[config.mk]
export PLATFORM = sky130hd
export DESIGN_NAME = sd_file_unloader
export DESIGN_NICKNAME = d
export VERILOG_FILES = /design/src/rtl/sd_file_unloader_pkg.sv /design/src/rtl/sd_file_unloader_word_to_bytes.sv /design/src/rtl/sd_file_unloader.sv
export SDC_FILE = /design/constraint.sdc
export NUM_CORES = 1
export LEC_CHECK = 0
export CAP_MARGIN = 20
export CORE_UTILIZATION = 40
export CTS_CLUSTER_DIAMETER = 40
export DETAILED_ROUTE_END_ITERATION = 7
export PLACE_DENSITY_LB_ADDON = 0.2
export REMOVE_ABC_BUFFERS = 1
export SETUP_SLACK_MARGIN = 0.2
export SLEW_MARGIN = 20
export SYNTH_ARGS = -nofsm -noshare
export SYNTH_HDL_FRONTEND = slang
export SYNTH_SLANG_ARGS = --single-unit
[constraint.sdc]
create_clock -name clk27mhz -period 3.7 [get_ports clk27mhz]
set_clock_uncertainty 0.1 [all_clocks]
set_input_delay 0.74 -clock clk27mhz [delete_from_list [all_inputs] [get_ports clk27mhz]]
set_output_delay 0.74 -clock clk27mhz [all_outputs]
set_load 0.02 [all_outputs]
[src/rtl/sd_file_unloader_pkg.sv]
// Shared definitions for the memory-dump unloader: FSM encodings, default image length,
// and the byte-lane selector used when unpacking a word.
package sd_file_unloader_pkg;

  // Image length shared with the boot loader so both agree on the dump size.
  localparam logic [31:0] BIN_SIZE = 32'd4096;

  localparam logic [1:0] LAST_LANE = 2'd3;

  typedef enum logic [2:0] {
    SU_IDLE = 3'd0,
    SU_REQ  = 3'd1,
    SU_ACK  = 3'd2,
    SU_WAIT = 3'd3,
    SU_EMIT = 3'd4,
    SU_FIN  = 3'd5
  } su_state_t;

  // Little-endian lane pick: lane 0 is word[7:0].
  function automatic logic [7:0] word_lane(input logic [31:0] word, input logic [1:0] lane);
    word_lane = word[8*lane +: 8];
  endfunction

endpackage

[src/rtl/sd_file_unloader_word_to_bytes.sv]
// Holds one fetched memory word and presents it LSB-first, one byte lane per sink transfer.
module sd_file_unloader_word_to_bytes
  import sd_file_unloader_pkg::*;
(
  input  logic        clk27mhz,
  input  logic        reset,
  input  logic        load,
  input  logic [31:0] data,
  input  logic        advance,
  input  logic        final_byte,
  output logic [7:0]  lane_byte,
  output logic        last_lane,
  output logic        outen
);

  logic [31:0] word_q;
  logic [1:0]  lane_q;

  always_ff @(posedge clk27mhz or posedge reset) begin
    if (reset) begin
      word_q    <= '0;
      lane_q    <= '0;
      lane_byte <= '0;
      outen     <= 1'b0;
    end else if (load) begin
      word_q    <= data;
      lane_q    <= 2'd0;
      lane_byte <= word_lane(data, 2'd0);
      outen     <= 1'b1;
    end else if (advance && outen) begin
      lane_q    <= lane_q + 2'd1;
      lane_byte <= word_lane(word_q, lane_q + 2'd1);
      // The word is exhausted either at its top lane or at the image tail.
      if (final_byte || lane_q == LAST_LANE) begin
        outen <= 1'b0;
      end
    end
  end

  assign last_lane = (lane_q == LAST_LANE);

endmodule

[src/rtl/sd_file_unloader.sv]
// Dumps a memory image through the controller idle/ack read port as a little-endian
// byte stream for a byte sink (SD file writer or UART TX).
module sd_file_unloader
  import sd_file_unloader_pkg::*;
#(
  parameter int                 ADDR_W    = 32,
  parameter logic [ADDR_W-1:0]  BASE_ADDR = '0,
  parameter logic [31:0]        DUMP_SIZE = BIN_SIZE
) (
  input  logic              clk27mhz,
  input  logic              reset,
  input  logic              start,
  input  logic [7:0]        w_ctrl_state,
  output logic              RE,
  output logic [ADDR_W-1:0] ADDR,
  input  logic [31:0]       RDATA,
  input  logic              RVALID,
  output logic [7:0]        outbyte,
  output logic              outen,
  input  logic              outready,
  output logic              BUSY,
  output logic              DONE,
  output su_state_t         dbg_state
);

  // Handshakes: a read is requested by raising RE while the controller is idle
  // (w_ctrl_state==0) and is accepted once the controller leaves idle; the word then
  // arrives on a single-cycle RVALID. A byte moves to the sink on any cycle with
  // outen & outready, and outen/outbyte hold steady while outready is low.

  su_state_t   state;
  logic [31:0] cnt;
  logic        xfer;
  logic        load;
  logic        final_byte;
  logic        last_lane;
  logic [7:0]  lane_byte;

  assign xfer       = (state == SU_EMIT) && outen && outready;
  assign load       = (state == SU_WAIT) && RVALID;
  assign final_byte = ((cnt + 32'd1) == DUMP_SIZE);
  assign outbyte    = lane_byte;
  assign dbg_state  = state;

  sd_file_unloader_word_to_bytes u_word_to_bytes (
    .clk27mhz   (clk27mhz),
    .reset      (reset),
    .load       (load),
    .data       (RDATA),
    .advance    (xfer),
    .final_byte (final_byte),
    .lane_byte  (lane_byte),
    .last_lane  (last_lane),
    .outen      (outen)
  );

  always_ff @(posedge clk27mhz or posedge reset) begin
    if (reset) begin
      state <= SU_IDLE;
      RE    <= 1'b0;
      ADDR  <= BASE_ADDR;
      BUSY  <= 1'b0;
      DONE  <= 1'b0;
      cnt   <= '0;
    end else begin
      case (state)
        SU_IDLE: begin
          if (start) begin
            BUSY  <= 1'b1;
            DONE  <= 1'b0;
            cnt   <= '0;
            ADDR  <= BASE_ADDR;
            state <= (DUMP_SIZE == 32'd0) ? SU_FIN : SU_REQ;
          end
        end
        SU_REQ: begin
          if (w_ctrl_state == 8'd0) begin
            RE    <= 1'b1;
            state <= SU_ACK;
          end
        end
        SU_ACK: begin
          if (w_ctrl_state != 8'd0) begin
            RE    <= 1'b0;
            state <= SU_WAIT;
          end
        end
        SU_WAIT: begin
          if (RVALID) begin
            state <= SU_EMIT;
          end
        end
        SU_EMIT: begin
          if (xfer) begin
            cnt <= cnt + 32'd1;
            if (final_byte) begin
              state <= SU_FIN;
            end else if (last_lane) begin
              ADDR  <= ADDR + ADDR_W'(4);
              state <= SU_REQ;
            end
          end
        end
        SU_FIN: begin
          RE    <= 1'b0;
          BUSY  <= 1'b0;
          DONE  <= 1'b1;
          state <= SU_IDLE;
        end
        default: begin
          state <= SU_IDLE;
        end
      endcase
    end
  end

endmodule
==> metrics list, run 1 <==
- Result of the run: completed
- The final layout contains routed wiring with a total length of approximately 16 mm.
* Skew-Pair Late Insertion Delay: 0.37 ns
- Summing all multi-input logic gate instances after layout gives 0.00330 mm^2.
- Static timing analysis puts the maximum clock frequency at 0.304 GHz.
* Detailed-route DRC error count: 0
* Detail Route Antenna Nets: 0
- STA classifies the critical path startpoint as a flip-flop.
- Final Worst Setup Slack: 0.415 ns
* Post-Layout Cell Count: about 1000
- Class of the tightest hold or removal check: reg2reg
- The synthesized design contains 0 enable-type register cells.
* Deepest level of the CTS H-tree: 3
- Start-to-end type of the worst setup path: reg2reg
- Final-layout worst hold slack: ~0.38 ns
- Once detailed placement completed, the half-perimeter wirelength came to 10.9 mm.
- Dividing the detail-routed via count by the number of cells gives around 5.7.
- Of the total synthesized cell area, the portion taken by full adders, half adders and majority gates is 0.00790.
- The first detailed-routing pass ran for 5 iterations.
* Max_slew headroom: 0.578
- Worst-case vdd ir drop: 0.224 mV
* RePlAce Congestion: 0.856
* Vias in the first global route: 5583
- Compared with the post-synthesis result, the final layout area differs by 21.9%.
* Sum of negative setup slack: 0 ns
- Synthesis handed over a netlist of between 700 and 800 instances.
- Detailed routing inserted a total of 5716 vias.
- After clock tree synthesis, the clock-pin slew on the worst setup and hold paths is 0.09 ns.
* Flops & latches, synth: 111
- Storage cell area: 0.00278 mm^2
- Commonest cells after routing, fill and taps aside: 164 x nand2_1, 111 x dfrtp_1, 89 x clkdlybuf4s50_1
- DRC marker count from the first detailed-route iteration: 280
- Synthesis instantiated 65 different standard cells from the library.
- Filler cell count: 1468
- Of the cells placed in the final design, the portion with a size suffix greater than 1 is 0.0807.
* Static power due to leakage: 3.28 nW
- Yosys printed 0 warnings.
* GRT Overall Usage: 0.207
* Ys flop type: dfrtp_1
- Final count of negative-setup-slack endpoints: 0
* Buffers added on ports: 89
- The first global-routing pass estimated 27.4 mm of wire.
- Dividing the detail-routed wire length by the instance count gives 16.2 um.
* Number of instances in the placed design: approximately 1000
* Post-placement worst setup slack: 0.359 ns
- Data arrival time of the critical path: 3.48 ns
* Antenna Diode Count: 0
- Initial standard-cell utilization of the core: 0.414
* Core occupancy in the finished layout: 0.504
- The total area inside the core boundary comes to ~0.015 mm^2.
* Data required time of the worst path: 3.90 ns
- The total count of hold-check failures in the final report is 0.
- The mapped netlist covers approximately 0.0063 mm^2.
- CTS Root Cell: clkbuf_16
* Deepest clock path buffer count: 2
- Sequential cell area fraction in the yosys report: 0.439
- Averaged over all synthesized cells, the footprint is 8.78 um^2.
- Most common cell after layout, fill and taps aside: nand2_1
- Minimum period implied by the final worst setup slack: 3.28 ns
- Synth Area in Compound Gates: 0.138
- Pin placement for this block handled 92 I/O pins.
* Post-route fraction of the period consumed by the critical path: 0.888
- The max-slew violation count was 0.
* Global route overflow: 0
- Entering global routing, the biggest net connects 67 pins.
- Sort of element at the end of the critical path: flip-flop
- Power per Cell Area: around 330 mW/mm^2
* Horizontal die dimension: 128 um
- After routing the design area is 0.00772 mm^2.
- Number of placement rows: 45
- Critical path peak fanout: 40
* Clk sinks: 111
* Post-synthesis simple-gate area fraction: 0.292
* Max-cap violation count: 0
- Cts hold-fix bufs: 0
- Post-Synth XOR/XNOR Area: 0.0166
- After synthesis, the share of cell area in mux cells is 0.0618.
- Final #Nets: between 800 and 900
* CTS buffer count: 9
* Share of synthesized registers carrying an async set or reset: 1.00
* Die H: 128 um
- The number of antenna violations at the first check in global routing is 0.
- By area, the combinational part of the netlist is dominated by simple AND/OR/NAND/NOR gates.
* TritonCTS clock tree: built
* Post-placement cell area: between 0.007 and 0.008 mm^2
- Across all register-to-register paths, the minimum setup slack is 0.42 ns.
- The floorplan step defined a die boundary enclosing 0.0163 mm^2.
* Post-layout total power: between 2 and 3 mW
- Unrepaired setup endpoints after global routing: no
* Tightest Pin Transition: 0.633 ns
==> power breakdown <==
group | internal (mW) | leakage, nW | switching [mW] | total (mW)
clock | 0.496 | 0.153 | 0.545 | 1.04
combinational | 0.116 | 1.60 | 0.108 | 0.223
sequential | 1.26 | 1.52 | 0.0358 | 1.30
==> layout make-up <==
class | count | share of cell area
multi-input combinational | 554 | 0.428
clock inverter | 7 | 0.0115
sequential | 111 | 0.360
timing repair buffer | 105 | 0.134
tap | 211 | 0.0342
clock buffer | 9 | 0.0292
inverter | 7 | 0.00373
==> sequential cells by signal, summed over array words and instances, names as in the netlist <==
register / cells
cnt: 32
u_word_to_bytes.word_q: 32
ADDR: 30
u_word_to_bytes.lane_byte: 8
dbg_state: 3
u_word_to_bytes.lane_q: 2
BUSY: 1
DONE: 1
RE: 1
u_word_to_bytes.outen: 1
==> final timing paths <==
path	start	endpoint	cells past startpoint
max in group asynchronous	reset	cnt[18]$_DFFE_PP0P_	3
max	cnt[0]$_DFFE_PP0P_	ADDR[16]$_DFFE_PP0P_	10
min	u_word_to_bytes.word_q[16]$_DFFE_PP0P_	u_word_to_bytes.word_q[16]$_DFFE_PP0P_	2
min in group asynchronous	reset	u_word_to_bytes.word_q[21]$_DFFE_PP0P_	2
max reg2reg	cnt[0]$_DFFE_PP0P_	ADDR[16]$_DFFE_PP0P_	10
min reg2reg	u_word_to_bytes.word_q[16]$_DFFE_PP0P_	u_word_to_bytes.word_q[16]$_DFFE_PP0P_	2
==> cell families after synthesis <==
group | Yosys count
simple gates | 364
compound gates | 143
flops | 111
buf+inv | 57
mux | 29
xor+xnor | 12
fa+ha+maj | 4
other cells | 1
==> critical path, cell delays in order, from the launching register on <==
cell,delay (ns)
dfrtp_1,0.45
ha_1,0.31
nand4_2,0.31
or4_1,0.68
o21ai_1,0.23
nand2_1,0.08
nand4_1,0.13
nor4_4,0.06
buf_12,0.17
or4_1,0.52
a21oi_1,0.16
==> per-layer routing <==
| metal | global-route usage | vias up | part of all wire |
|---|---|---|---|
| met4 | 0.0588 | 0 | 0.013 |
| met5 | 0 | - | 0 |
| met2 | 0.344 | 168 | 0.48 |
| li1 | - | 2733 | - |
| met1 | 0.272 | 2794 | 0.45 |
| met3 | 0.0455 | 21 | 0.053 |
==> cells in the mapped netlist, types with 4 or more instances <==
cell | instances | area share
nor4_2 | 4 | 0.0079
buf_1 | 4 | 0.0024
nor3_1 | 12 | 0.0095
a21oi_1 | 22 | 0.017
o21ai_1 | 7 | 0.0055
nand4b_1 | 5 | 0.0069
or4_1 | 14 | 0.017
clkbuf_1 | 32 | 0.019
ha_1 | 4 | 0.0079
o41ai_1 | 5 | 0.0069
nor4_1 | 8 | 0.0079
o31ai_1 | 14 | 0.017
buf_2 | 5 | 0.0040
and2_1 | 9 | 0.0089
xor2_1 | 5 | 0.0069
buf_6 | 4 | 0.0071
dfrtp_1 | 111 | 0.44
nor2_1 | 39 | 0.023
or3_1 | 11 | 0.011
inv_1 | 7 | 0.0041
buf_4 | 4 | 0.0047
nand3_1 | 22 | 0.017
xnor2_1 | 7 | 0.0097
and3_1 | 13 | 0.013
o21ai_0 | 59 | 0.047
o211ai_1 | 5 | 0.0059
and4_1 | 4 | 0.0055
nand2_1 | 164 | 0.097
mux4_2 | 8 | 0.028
nand2b_1 | 12 | 0.012
nand4_1 | 32 | 0.032
mux2i_1 | 20 | 0.032
a31oi_1 | 7 | 0.0069
==> repair_timing <==
| action | CTS | global route |
|---|---|---|
| buffers inserted | 0 | 2 |
| resized for setup | 0 | 2 |
| setup endpoints to repair | 0 | 4 |
(Power assumes the default switching activity.)
==> inputs of run 2 (changes only) <==
- CTS_CLUSTER_SIZE: unset -> 14
- PLACE_DENSITY_LB_ADDON: 0.2 -> unset
==> run 2 against run 1 <==
Cell count about the same. Critical path depth down 1. Worst setup slack better by 0.074 ns. Total power shrank 3.4%. First-iteration DRC count stayed put. Clock power down 8%. Non-clock buffer count grew 1. Wire length is 1.0% higher. Global-route usage rose by 0.63 points. Sequential power hardly changed. Via count fell by 1.1%. Critical endpoint is now ADDR[3]$_DFFE_PP0P_. Largest power group unchanged. Highest routed layer unchanged.
==> metrics list, run 2 (synthesized netlist as in run 1, its figures left out) <==
- Post-route fraction of the period consumed by the critical path: 0.868 (-0.0199)
* Horizontal die dimension: 128 um (unchanged)
- The final critical delay including setup and external delays was 3.21 ns (-0.0737 ns).
- In this run the clock root is driven by a clkbuf_16.
* Registers with the most flip-flops: cnt (32), u_word_to_bytes.word_q (32), ADDR (30)
- Class of the tightest hold or removal check: reg2reg
- The violation count after the first detailed-routing iteration is 280 (unchanged).
- Critical path capture point: ADDR[3]$_DFFE_PP0P_
- R2r startpoint: cnt[0]$_DFFE_PP0P_
- The sum of negative setup slack came to 0 ns (unchanged).
- The worst endpoint required time came to 3.90 ns (about the same).
* Deepest clock path buffer count: 2 (unchanged)
* Die ar.: 0.0163 mm^2 (unchanged)
- The worst register-to-register path ends at ADDR[3]$_DFFE_PP0P_.
* Post-layout total power: 2.48 mW (-3.4%)
* GRT Overall Usage: 0.214 (+0.00625)
* Skew-Pair Late Insertion Delay: 0.36 ns (about the same)
- Syn-to-layout area delta: 21.5%
* Post-DP HPWL: 11.2 mm (+2.8%)
- Crit start category: flip-flop
- Commonest cells after routing, fill and taps aside: 164 x nand2_1, 111 x dfrtp_1, 89 x clkdlybuf4s50_1
- The detailed-route wire length is 16.4 mm (+1.0%).
* Depth of the critical timing path with buffers and inverters included: 9 (-1)
* Detail Route Antenna Nets: 0 (unchanged)
- Power per Cell Area: 322 mW/mm^2 (-3.1%)
- Number of cells traversed by the worst register-to-register path: 9 (-1)
- First-pass GRT wire length: 27.8 mm (+1.4%)
- Start-to-end type of the worst setup path: reg2reg
* CTS clk-pin slew, worst paths: 0.08 ns (about the same)
- The transition time at the pin with the least slew margin came to 0.650 ns (+0.0171 ns).
- Initial standard-cell utilization of the core: 0.414 (unchanged)
* Detailed-route DRC error count: 0 (unchanged)
- Post-placement worst setup slack: 0.375 ns (+0.0162 ns)
- Cts hold-fix bufs: 0 (unchanged)
- Overall via count from detail_route: 5654 (-1.1%)
- Buf/Inv on CP: 0 (-1)
- The via count of the first global-routing pass is 5521 (-1.1%).
- The largest driver fanout on the critical path is 10 (-75%).
- The static leakage was 3.27 nW (-0.33%).
- Die H: 128 um (unchanged)
* Antenna Diode Count: 0 (unchanged)
- Fraction of final layout cells sized beyond drive strength 1: 0.0819 (+0.00116)
- The setup slack after layout is 0.489 ns (+0.0737 ns).
- Max-cap violation count: 0 (unchanged)
- Final Hold Viols: 0 (unchanged)
- The CTS H-tree depth is 3 (unchanged).
- The final setup violation count is 0 (unchanged).
- Pins over their slew limit: 0 (unchanged)
- Placeable core region: 0.0153 mm^2 (unchanged)
* Dominant delay contributor by cell family on the critical path: compound AO/OA/AOI/OAI gates
* Sort of element at the end of the critical path: flip-flop
- Result of the run: completed
* Final #Nets: 838 (+0.12%)
- Clk sinks: 111 (unchanged)
- Buffers added on ports: 89 (unchanged)
* Routed length per instance: 16.3 um (+0.94%)
- Data arrival time of the critical path: 3.41 ns (-0.07 ns)
* Io pins: 92 (unchanged)
- RePlAce Congestion: 0.855 (about the same)
- The worst slew margin relative to its limit came to 0.567 (-0.0114).
* Delay of the slowest cell on the worst path: 0.46 ns (-0.22 ns)
- R2R Setup Slk: 0.49 ns (+0.07 ns)
- Global route overflow: 0 (unchanged)
* Startpoint of the most critical setup path: cnt[0]$_DFFE_PP0P_
- The slowest stage of the critical path belongs to the cell dfrtp_1.
- Count of TritonRoute iterations in the first routing pass: 5 (unchanged)
- TritonCTS built the clock tree.
- The largest net degree at the start of global routing came to 51 (-24%).
* Number of placement rows: 45 (unchanged)
* CTS buffer count: 9 (unchanged)
- CP cell instances: ha_1, nand4_4, nor3_2, mux2_2, nor4_1, nand4_1, o31a_1, o31ai_1, a32o_1
* Unrepaired setup endpoints after global routing: no
* Vias per cell: 5.63 (-1.2%)
* FMAX: 0.311 GHz (+2.3%)
- The number of antenna violations at the first check in global routing was 0 (unchanged).
- Most common cell after layout, fill and taps aside: nand2_1
* Worst-case vdd ir drop: 0.216 mV (-3.5%)
[run 2: metrics by stage]
stage / area [um^2] / utilization / cells / hold WS, ns
floorplan: 6080 / - / 672 / 0.340
global placement: 7390 / 0.482 / 988 / 0.355
detailed placement: 7390 / 0.482 / 988 / 0.360
CTS: 7670 / 0.501 / 1004 / 0.380
global route: 7700 / 0.503 / 1005 / 0.406
finish: 7700 / 0.503 / 1005 / 0.379
[run 2: layer usage]
metal	global-route usage	vias up	part of all wire
met5	0	-	0
met4	0.0678	0	0.013
met3	0.0422	14	0.044
met2	0.351	133	0.48
met1	0.284	2774	0.46
li1	-	2733	-
[run 2: timing repair]
item,CTS,global route
setup buffers,0,1
hold endpoints to repair,0,0
gates resized for setup,0,3
endpoints found under the setup margin,0,5
[run 2: how the worst min path moves through the flow]
stage	startpoint	to	cells past startpoint	slack, ns
6_report	u_word_to_bytes.word_q[20]$_DFFE_PP0P_	u_word_to_bytes.word_q[20]$_DFFE_PP0P_	2	0.38
5_1_grt	u_word_to_bytes.word_q[31]$_DFFE_PP0P_	u_word_to_bytes.word_q[31]$_DFFE_PP0P_	2	0.41
4_1_cts	u_word_to_bytes.word_q[31]$_DFFE_PP0P_	u_word_to_bytes.word_q[31]$_DFFE_PP0P_	2	0.38
3_5_place_dp	u_word_to_bytes.word_q[31]$_DFFE_PP0P_	u_word_to_bytes.word_q[31]$_DFFE_PP0P_	2	0.36
3_3_place_gp	u_word_to_bytes.word_q[6]$_DFFE_PP0P_	u_word_to_bytes.word_q[6]$_DFFE_PP0P_	2	0.36
2_1_floorplan	u_word_to_bytes.word_q[25]$_DFFE_PP0P_	u_word_to_bytes.word_q[25]$_DFFE_PP0P_	2	0.34
[run 2: worst reg2reg max path, cell delays in order, from the launching register on]
cell and delay [ns]:
dfrtp_1 0.46, ha_1 0.35, nand4_4 0.24, nor3_2 0.31
mux2_2 0.38, nor4_1 0.19, nand4_1 0.12, o31a_1 0.45
o31ai_1 0.37, a32o_1 0.17
[run 2: final cells by class]
cell class,instances,area [um^2]
clock buffer,10,229
clock inverter,6,50.0
fill,1447,7620
inverter,7,28.8
multi-input combinational,554,3320
sequential,111,2780
tap,211,264
timing repair buffer,106,1030
[run 2: where the power goes]
part	internal (mW)	leakage [nW]	switching, mW
Sequential	1.26	1.52	0.0368
Clock	0.469	0.136	0.483
Combinational	0.116	1.61	0.108
